## config.mk

```make
export PLATFORM = sky130hd
export DESIGN_NAME = sum_window_accumulator
export DESIGN_NICKNAME = d
export VERILOG_FILES = /design/src/rtl/sum_stream_pkg.sv /design/src/rtl/sum_sync_fifo.sv /design/src/rtl/sum_window_accumulator.sv
export SDC_FILE = /design/constraint.sdc
export NUM_CORES = 1
export LEC_CHECK = 0
export BUFFER_PORTS_ARGS = -buffer_cell sky130_fd_sc_hd__buf_4
export CAP_MARGIN = 10
export CORE_AREA = 10 10 81 83
export CTS_BUF_LIST = sky130_fd_sc_hd__clkbuf_16
export DETAILED_ROUTE_END_ITERATION = 7
export DIE_AREA = 0 0 91 93
export GPL_TIMING_DRIVEN = 0
export PLACE_DENSITY_LB_ADDON = 0.15
export REMOVE_ABC_BUFFERS = 1
export SLEW_MARGIN = 40
export SYNTH_ARGS = -nofsm -noshare
export SYNTH_HDL_FRONTEND = slang
export SYNTH_HIERARCHICAL = 1
export SYNTH_SLANG_ARGS = --single-unit
```

## constraint.sdc

```tcl
create_clock -name clk -period 4.8 [get_ports clk]
set_clock_uncertainty 0.05 [all_clocks]
set_input_delay 0.24 -clock clk [delete_from_list [all_inputs] [get_ports clk]]
set_output_delay 0.24 -clock clk [all_outputs]
set_load 0.1 [all_outputs]
```

## src/rtl/sum_stream_pkg.sv

```systemverilog
// Shared types and constants for the sum stream (adder -> window accumulator -> display).
package sum_stream_pkg;

    typedef enum logic {
        ACCUM = 1'b0,
        EMIT  = 1'b1
    } state_t;

    localparam int SUM_W              = 5;
    localparam int DEFAULT_ACC_W      = 8;
    localparam int DEFAULT_WINDOW     = 16;
    localparam int DEFAULT_FIFO_DEPTH = 4;

    function automatic int acc_max(input int acc_w);
        return (1 << acc_w) - 1;
    endfunction

endpackage

```

## src/rtl/sum_sync_fifo.sv

```systemverilog
// Small synchronous FIFO with occupancy level; the read word is shown combinationally at the head.
module sum_sync_fifo #(
    parameter int W     = 5,
    parameter int DEPTH = 4,
    parameter int LVL_W = $clog2(DEPTH + 1)
) (
    input  logic             clk,
    input  logic             reset,
    input  logic             clear,
    input  logic             push,
    input  logic             pop,
    input  logic [W-1:0]     wdata,
    output logic [W-1:0]     rdata,
    output logic             full,
    output logic             empty,
    output logic [LVL_W-1:0] level
);

    localparam int AW = (DEPTH > 1) ? $clog2(DEPTH) : 1;

    logic [W-1:0]  mem [DEPTH];
    logic [AW-1:0] wr_ptr;
    logic [AW-1:0] rd_ptr;
    logic          do_push;
    logic          do_pop;

    assign full    = (level == LVL_W'(DEPTH));
    assign empty   = (level == '0);
    assign do_push = push && !full;
    assign do_pop  = pop && !empty;
    assign rdata   = mem[rd_ptr];

    // Storage carries no reset; only pointers and level define contents.
    always_ff @(posedge clk) begin
        if (do_push && !clear) begin
            mem[wr_ptr] <= wdata;
        end
    end

    always_ff @(posedge clk or posedge reset) begin
        if (reset) begin
            wr_ptr <= '0;
            rd_ptr <= '0;
            level  <= '0;
        end else if (clear) begin
            wr_ptr <= '0;
            rd_ptr <= '0;
            level  <= '0;
        end else begin
            if (do_push) begin
                wr_ptr <= wr_ptr + 1'b1;
            end
            if (do_pop) begin
                rd_ptr <= rd_ptr + 1'b1;
            end
            case ({do_push, do_pop})
                2'b10:   level <= level + 1'b1;
                2'b01:   level <= level - 1'b1;
                default: level <= level;
            endcase
        end
    end

endmodule

```

## src/rtl/sum_window_accumulator.sv

```systemverilog
// Buffers adder sums and emits a saturating total per window of WINDOW samples (or on flush).
module sum_window_accumulator
    import sum_stream_pkg::*;
#(
    parameter int IN_W       = SUM_W,
    parameter int ACC_W      = DEFAULT_ACC_W,
    parameter int WINDOW     = DEFAULT_WINDOW,
    parameter int FIFO_DEPTH = DEFAULT_FIFO_DEPTH,
    parameter int CNT_W      = $clog2(WINDOW + 1)
) (
    input  logic                            clk,
    input  logic                            reset,
    input  logic                            clear,
    input  logic                            flush,
    input  logic [IN_W-1:0]                 in_data,
    input  logic                            in_valid,
    output logic                            in_ready,
    output logic [ACC_W-1:0]                out_data,
    output logic [CNT_W-1:0]                out_count,
    output logic                            out_ovf,
    output logic                            out_valid,
    input  logic                            out_ready,
    output logic [$clog2(FIFO_DEPTH+1)-1:0] fifo_level
);

    localparam int LVL_W = $clog2(FIFO_DEPTH + 1);
    localparam logic [ACC_W:0] MAX_EXT = (ACC_W + 1)'(acc_max(ACC_W));

    state_t           state;
    logic [ACC_W-1:0] acc;
    logic [CNT_W-1:0] cnt;
    logic             sat;

    logic [IN_W-1:0]  fifo_rdata;
    logic             fifo_full;
    logic             fifo_empty;
    logic             push;
    logic             pop;

    logic [ACC_W:0]   sum_ext;
    logic             sum_over;
    logic [ACC_W-1:0] acc_next;
    logic             sat_next;
    logic [CNT_W-1:0] cnt_next;

    // Both ports use valid/ready: a transfer happens on a rising edge where valid && ready;
    // a producer holding valid keeps its data stable until that edge, and out_valid only
    // falls through a transfer, reset or clear.
    assign in_ready = !fifo_full;
    assign push     = in_valid && in_ready && !clear;
    assign pop      = (state == ACCUM) && !fifo_empty && !flush && !clear;

    assign sum_ext  = {1'b0, acc} + {{(ACC_W + 1 - IN_W){1'b0}}, fifo_rdata};
    assign sum_over = (sum_ext > MAX_EXT);
    assign acc_next = sum_over ? MAX_EXT[ACC_W-1:0] : sum_ext[ACC_W-1:0];
    assign sat_next = sat || sum_over;
    assign cnt_next = cnt + 1'b1;

    sum_sync_fifo #(
        .W     (IN_W),
        .DEPTH (FIFO_DEPTH),
        .LVL_W (LVL_W)
    ) u_fifo (
        .clk   (clk),
        .reset (reset),
        .clear (clear),
        .push  (push),
        .pop   (pop),
        .wdata (in_data),
        .rdata (fifo_rdata),
        .full  (fifo_full),
        .empty (fifo_empty),
        .level (fifo_level)
    );

    always_ff @(posedge clk or posedge reset) begin
        if (reset) begin
            state     <= ACCUM;
            acc       <= '0;
            cnt       <= '0;
            sat       <= 1'b0;
            out_data  <= '0;
            out_count <= '0;
            out_ovf   <= 1'b0;
            out_valid <= 1'b0;
        end else if (clear) begin
            state     <= ACCUM;
            acc       <= '0;
            cnt       <= '0;
            sat       <= 1'b0;
            out_data  <= '0;
            out_count <= '0;
            out_ovf   <= 1'b0;
            out_valid <= 1'b0;
        end else begin
            case (state)
                ACCUM: begin
                    if (flush && cnt != '0) begin
                        out_data  <= acc;
                        out_count <= cnt;
                        out_ovf   <= sat;
                        out_valid <= 1'b1;
                        state     <= EMIT;
                    end else if (pop) begin
                        acc <= acc_next;
                        cnt <= cnt_next;
                        sat <= sat_next;
                        // The sample completing the window is emitted on its own pop edge.
                        if (cnt_next == CNT_W'(WINDOW)) begin
                            out_data  <= acc_next;
                            out_count <= cnt_next;
                            out_ovf   <= sat_next;
                            out_valid <= 1'b1;
                            state     <= EMIT;
                        end
                    end
                end
                EMIT: begin
                    if (out_valid && out_ready) begin
                        out_valid <= 1'b0;
                        acc       <= '0;
                        cnt       <= '0;
                        sat       <= 1'b0;
                        state     <= ACCUM;
                    end
                end
                default: state <= ACCUM;
            endcase
        end
    end

endmodule

```

Word-level counts from Yosys, hierarchy flattened

Memories as Yosys holds them, arrays and structs flattened.
Cells that the tools add are included.

Register bits: 37
Memory bits (writable): 20
Memories kept: 1
Word-level logic and storage cells: 105

Memory list:

| memory     | depth | bits a word | rd ports | clocked after Yosys merged registers in | wr ports | line                | source |
|---|---|---|---|---|---|---|---|
| u_fifo.mem | 4     | 5           | 1        | 0                                       | 1        | sum_sync_fifo.sv:21 | `logic [W-1:0] mem [DEPTH];` |

Bitwise logic cells: 1
Equal/unequal tests: 10
Add/subtract/negate cells: 6
Reduce and logical (&&, ||, !) cells: 25
Magnitude comparators: 1
Muxes and demuxes: 50

Operators by type and width:

| operator            | number |
|---|---|
| $mux 8              | 10 |
| $mux 5              | 9 |
| $mux 1              | 20 |
| $pmux 8 s2          | 1 |
| $logic_and 1x1->1   | 10 |
| $pmux 5 s2          | 1 |
| $add 8x5->9         | 1 |
| $gt 9x8->1 const B  | 1 |
| $reduce_and 3->1    | 3 |
| $reduce_bool 3->1   | 3 |
| $mux 2              | 4 |
| $ne 4x2->1 const B  | 2 |
| $ne 3x2->1 const B  | 2 |
| $pmux 1 s2          | 3 |
| $pmux 3 s2          | 1 |
| $add 5x1->5 const B | 1 |
| $eq 5x5->1 const B  | 1 |
| $reduce_bool 5->1   | 1 |
| $add 2x1->2 const B | 2 |
| $logic_not 1->1     | 4 |
| $reduce_bool 2->1   | 2 |
| $add 3x1->3 const B | 1 |
| $eq 3x3->1 const B  | 1 |
| $logic_not 3->1     | 1 |
| 8 further kinds     | 8 |

Depth between registers and ports, before layout

Depth after elaboration: 9
Gate-level depth with buffers: 12
Depth with buffers taken out: 9

Hierarchy

The synthesis kept the hierarchy.

Modules (own cells, without submodules):

| module                 | cells each | area each (µm²) | instances |
|---|---|---|---|
| sum_window_accumulator | 188        | 1816.7          | 1 |
| sum_sync_fifo          | 93         | 1301.2          | 1 |

Least setup slack after synthesis

No wires, ideal clock.

Path kind: register to register
From: register u_fifo.level[1]
To: register u_fifo.level[1]
Stages on the path, launching flop included: 12
Library setup time: 0.133 ns
Setup slack: 1.477 ns
Path buffers: 3
Data arrival time: 3.140 ns
Cell sequence: dfrtp_1 -> buf_2 -> nor3_1 -> or4_1 -> clkbuf_1 -> inv_1 -> buf_2 -> o31ai_1 -> nor2_1 -> fa_1 -> a31oi_1 -> nor4_1

Longest elaborated chain between the ends: 9
Elaborated cells on any way between the ends: 18
Classes of those cells: add/sub: 2; eq/ne: 3; mux: 2; reduce/logical: 11

RTL lines:

| item                                     | line                         | source |
|---|---|---|
| from (decl)                              | sum_sync_fifo.sv:16          | `output logic [LVL_W-1:0] level` |
| from (signal assigned)                   | sum_sync_fifo.sv:57          | `2'b10: level <= level + 1'b1;` |
| from (signal assigned)                   | sum_sync_fifo.sv:58          | `2'b01: level <= level - 1'b1;` |
| from (signal assigned)                   | sum_sync_fifo.sv:59          | `default: level <= level;` |
| $logic_not 3->1 (*)                      | sum_sync_fifo.sv:28          | `assign empty = (level == '0);` |
| net fifo_empty                           | sum_window_accumulator.sv:36 | `logic fifo_empty;` |
| $logic_not 1->1 (*)                      | sum_window_accumulator.sv:51 | `assign pop = (state == ACCUM) && !fifo_empty && !flush && !clear;` |
| $logic_and 1x1->1 (*) (3 in series)      | sum_window_accumulator.sv:51 |  |
| net pop                                  | sum_window_accumulator.sv:38 | `logic pop;` |
| $logic_and 1x1->1 (*)                    | sum_sync_fifo.sv:30          | `assign do_pop = pop && !empty;` |
| $eq 2x1->1 or $eq 2x2->1 (tied branches) | sum_sync_fifo.sv:56          | `case ({do_push, do_pop})` |
| $pmux 3 s2                               | sum_sync_fifo.sv:56          |  |
| $mux 3                                   | sum_sync_fifo.sv:45          | `end else if (clear) begin` |

Mark *: on every way through the listed nets, which the timed path passes. The rest lies on a longest branch.
A chain may end at the register's enable or synchronous reset.

Worst setup path in the final report

From: register u_fifo.level[1]
To: register u_fifo.level[2]

The elaborated chain is that of the path after synthesis.

==> flow_summary.ini <==
[cells_and_area]
most-common-layout-cells = dfrtp_1 (37), buf_4 (29), edfxtp_1 (20)
nNetsFinal = 329
area_delta_synth_final_pct = 18.1
final_common_cell = dfrtp_1
insertedDiodeCount = 0
design_area_um2 = 3680
fin_cells = 380
drive_gt1_share_pct = 19.7
fin_util_pct = 73.5

[global_routing]
grt-busiest-layer = met2
grt_pass1_vias = 2315
grt_first_pass_wirelength_um = 11100
overflow = 0
use_met3_pct = 5.12
antenna_found_initial = 0
use_met1_pct = 19.3
gr-usage-met2_pct = 26.8
track_usage_pct = 16.2
grt_max_degree = 31

[timing]
fin_hold_ws_ns = 0.0607
grt_setup_unrepaired = false
hold_viol_final = 0
relSlewSlack_pct = 47.6
tns_ns = 0
period_share_pct = 71.2
fmaxAchievable_mhz = 293
finalMaxSlewViolations = 0
setup-violations-final = 0
max_slew.worst_pin.slew_ns = 0.782
fin_crit_ns = 3.42

[detailed_routing]
ant_nets = 0
wl_per_cell_um = 17.6
wirelength_um = 6670
vias = 2299
route.detailed.drc = 0
vias_per_cell = 6.05
dr.pass1.iters = 4
drt_first_iter_violations = 108

[critical_path]
r2r.worst_path.cells = 9
r2r_end = u_fifo/level[2]
crit_path_start_kind = flip-flop
path_class = flip-flop to flip-flop
required_ns = 4.99
end_kind = flip-flop
timing.rr.start = u_fifo/level[1]
cp.arrival_ns = 3.61
ff2ff_setup_slack_ns = 1.38
worstPathMaxFanout = 17

[logic_synthesis]
synth_seq_cells = 57
ys.flop_type = dfrtp_1
avgSynthCellArea_um2 = 11.1
syn-instance-count = 281
ys_seq_area_share_pct = 49.0
ys_warn_count = 6
synth-edff-count = 20
synthesis.area_um2 = 3120
async_flop_share_pct = 64.9
yosysUniqueCellTypes = 57

[floorplanning]
design.core.area_um2 = 5010
io_pins = 30
die_x_um = 91
rows = 26
initial_core_util_pct = 62.2
die_area_um2 = 8460
die_y_um = 93

[clocking]
cts_max_level = 3
numCtsBuffers = 9
clock-root-buffer = clkbuf_16
post_cts_buffers = 0
clock_path_buffers = 2
clk_pin_slew_ns = 0.05
cts_resized = 0
cts_sinks = 57
clk_latency_ns = 0.33
tritoncts = built

[flow_run]
maxCapViolations = 0

[placed_design]
place_area_um2 = 3340
gp_congestion = 0.845
place_inst = 363
numPortBuffers = 29
dpl.hpwl_um = 4410

[power_and_ir_drop]
power_leakage_nw = 1.61
p_per_area_nw_per_um2 = 343
peakVddDrop_mv = 0.279

[outcome]
status = finished clean

[hold_path]
min_to = u_fifo/mem[1][1]
holdPathStages = 1
hold_start = in_data[1]
hold_path_class = primary input to flip-flop
sequential cells by signal (all words and copies together), names as in the netlist:
| signal | count |
|---|---|
| acc | 8 |
| cnt | 5 |
| out_count | 5 |
| out_data | 8 |
| out_ovf | 1 |
| out_valid | 1 |
| sat | 1 |
| state | 1 |
| u_fifo/level | 3 |
| u_fifo/mem | 20 |
| u_fifo/rd_ptr | 2 |
| u_fifo/wr_ptr | 2 |
stage by stage:
step	worst slack (ns)	power, mW
floorplan	1.22	0.556
global placement	1.46	0.577
detailed placement	1.39	0.579
CTS	1.35	1.27
global route	1.11	1.30
finish	1.38	1.26
kinds of logic after synthesis:
family,Yosys count,synth area share [%]
DFF,57,49.0
AOI/OAI and AO/OA,84,19.0
buffers and inverters,34,4.98
and+or+nand+nor,77,14.6
muxes,6,3.93
xor gates and xnor gates,10,2.81
adders and majority gates,13,5.70
metal layers:
layer  wire [um]  vias up  part of all wire [%]
li1            -     1100                     -
met1        2910     1118                    44
met2        3260       71                    49
met3         382       10                   5.7
met4         110        0                   1.6
met5           0        -                     0
synthesized netlist by cell type, drive strengths merged (6+ instances only):
cell type  number  area (um2)
and2            8        50.1
nand2          12        45.0
inv            17        63.8
buf            12        72.6
dfrtp          37         926
ha             11         138
a21o            7        52.6
edfxtp         20         601
a22o           13         114
a31oi           7        43.8
xor2            7        61.3
a21oi          13        68.8
nor2           15        58.8
nor3            6        30.0
o21ai          15        78.8
where the power goes:
group          switching (mW)  total [mW]  internal [mW]
logic                  0.0381      0.0574         0.0192
clock network           0.234       0.693          0.459
registers             0.00382       0.513          0.509
total                   0.276        1.26          0.987
critical path, stage by stage, from the launching register on:
cell	delay [ns]
dfrtp_1	0.52
nor3_1	0.31
or4_1	0.48
inv_1	0.43
o31ai_1	0.23
nor2_1	0.11
fa_1	0.43
nand2b_1	0.18
or4_1	0.41
a31oi_1	0.18
timing repair:
action                                 CTS  global route
endpoints found under the hold margin   37             0
hold buffers                             1             0
setup endpoints to repair                0             0
final cells by class:
| type | instances | area [um2] |
|---|---|---|
| flip-flops and latches | 57 | 1530 |
| multi-input cells | 190 | 1450 |
| clock buffers | 9 | 225 |
| well taps | 70 | 87.6 |
| inverters | 17 | 63.8 |
| clock inverters | 7 | 103 |
| repair buffers | 30 | 228 |
| fillers | 377 | 1330 |
worst max path at each step:
stage,from,end,slack (ns),cells after the start
floorplan,u_fifo/level[0],u_fifo/level[2],1.22,8
global placement,u_fifo/level[1],u_fifo/level[2],1.46,9
global route,u_fifo/level[1],u_fifo/level[2],1.11,9
detailed placement,u_fifo/level[1],u_fifo/level[2],1.39,9
CTS,u_fifo/level[1],u_fifo/level[2],1.35,9
finish,u_fifo/level[1],u_fifo/level[2],1.38,9
Power figures use the tool's default switching activity.
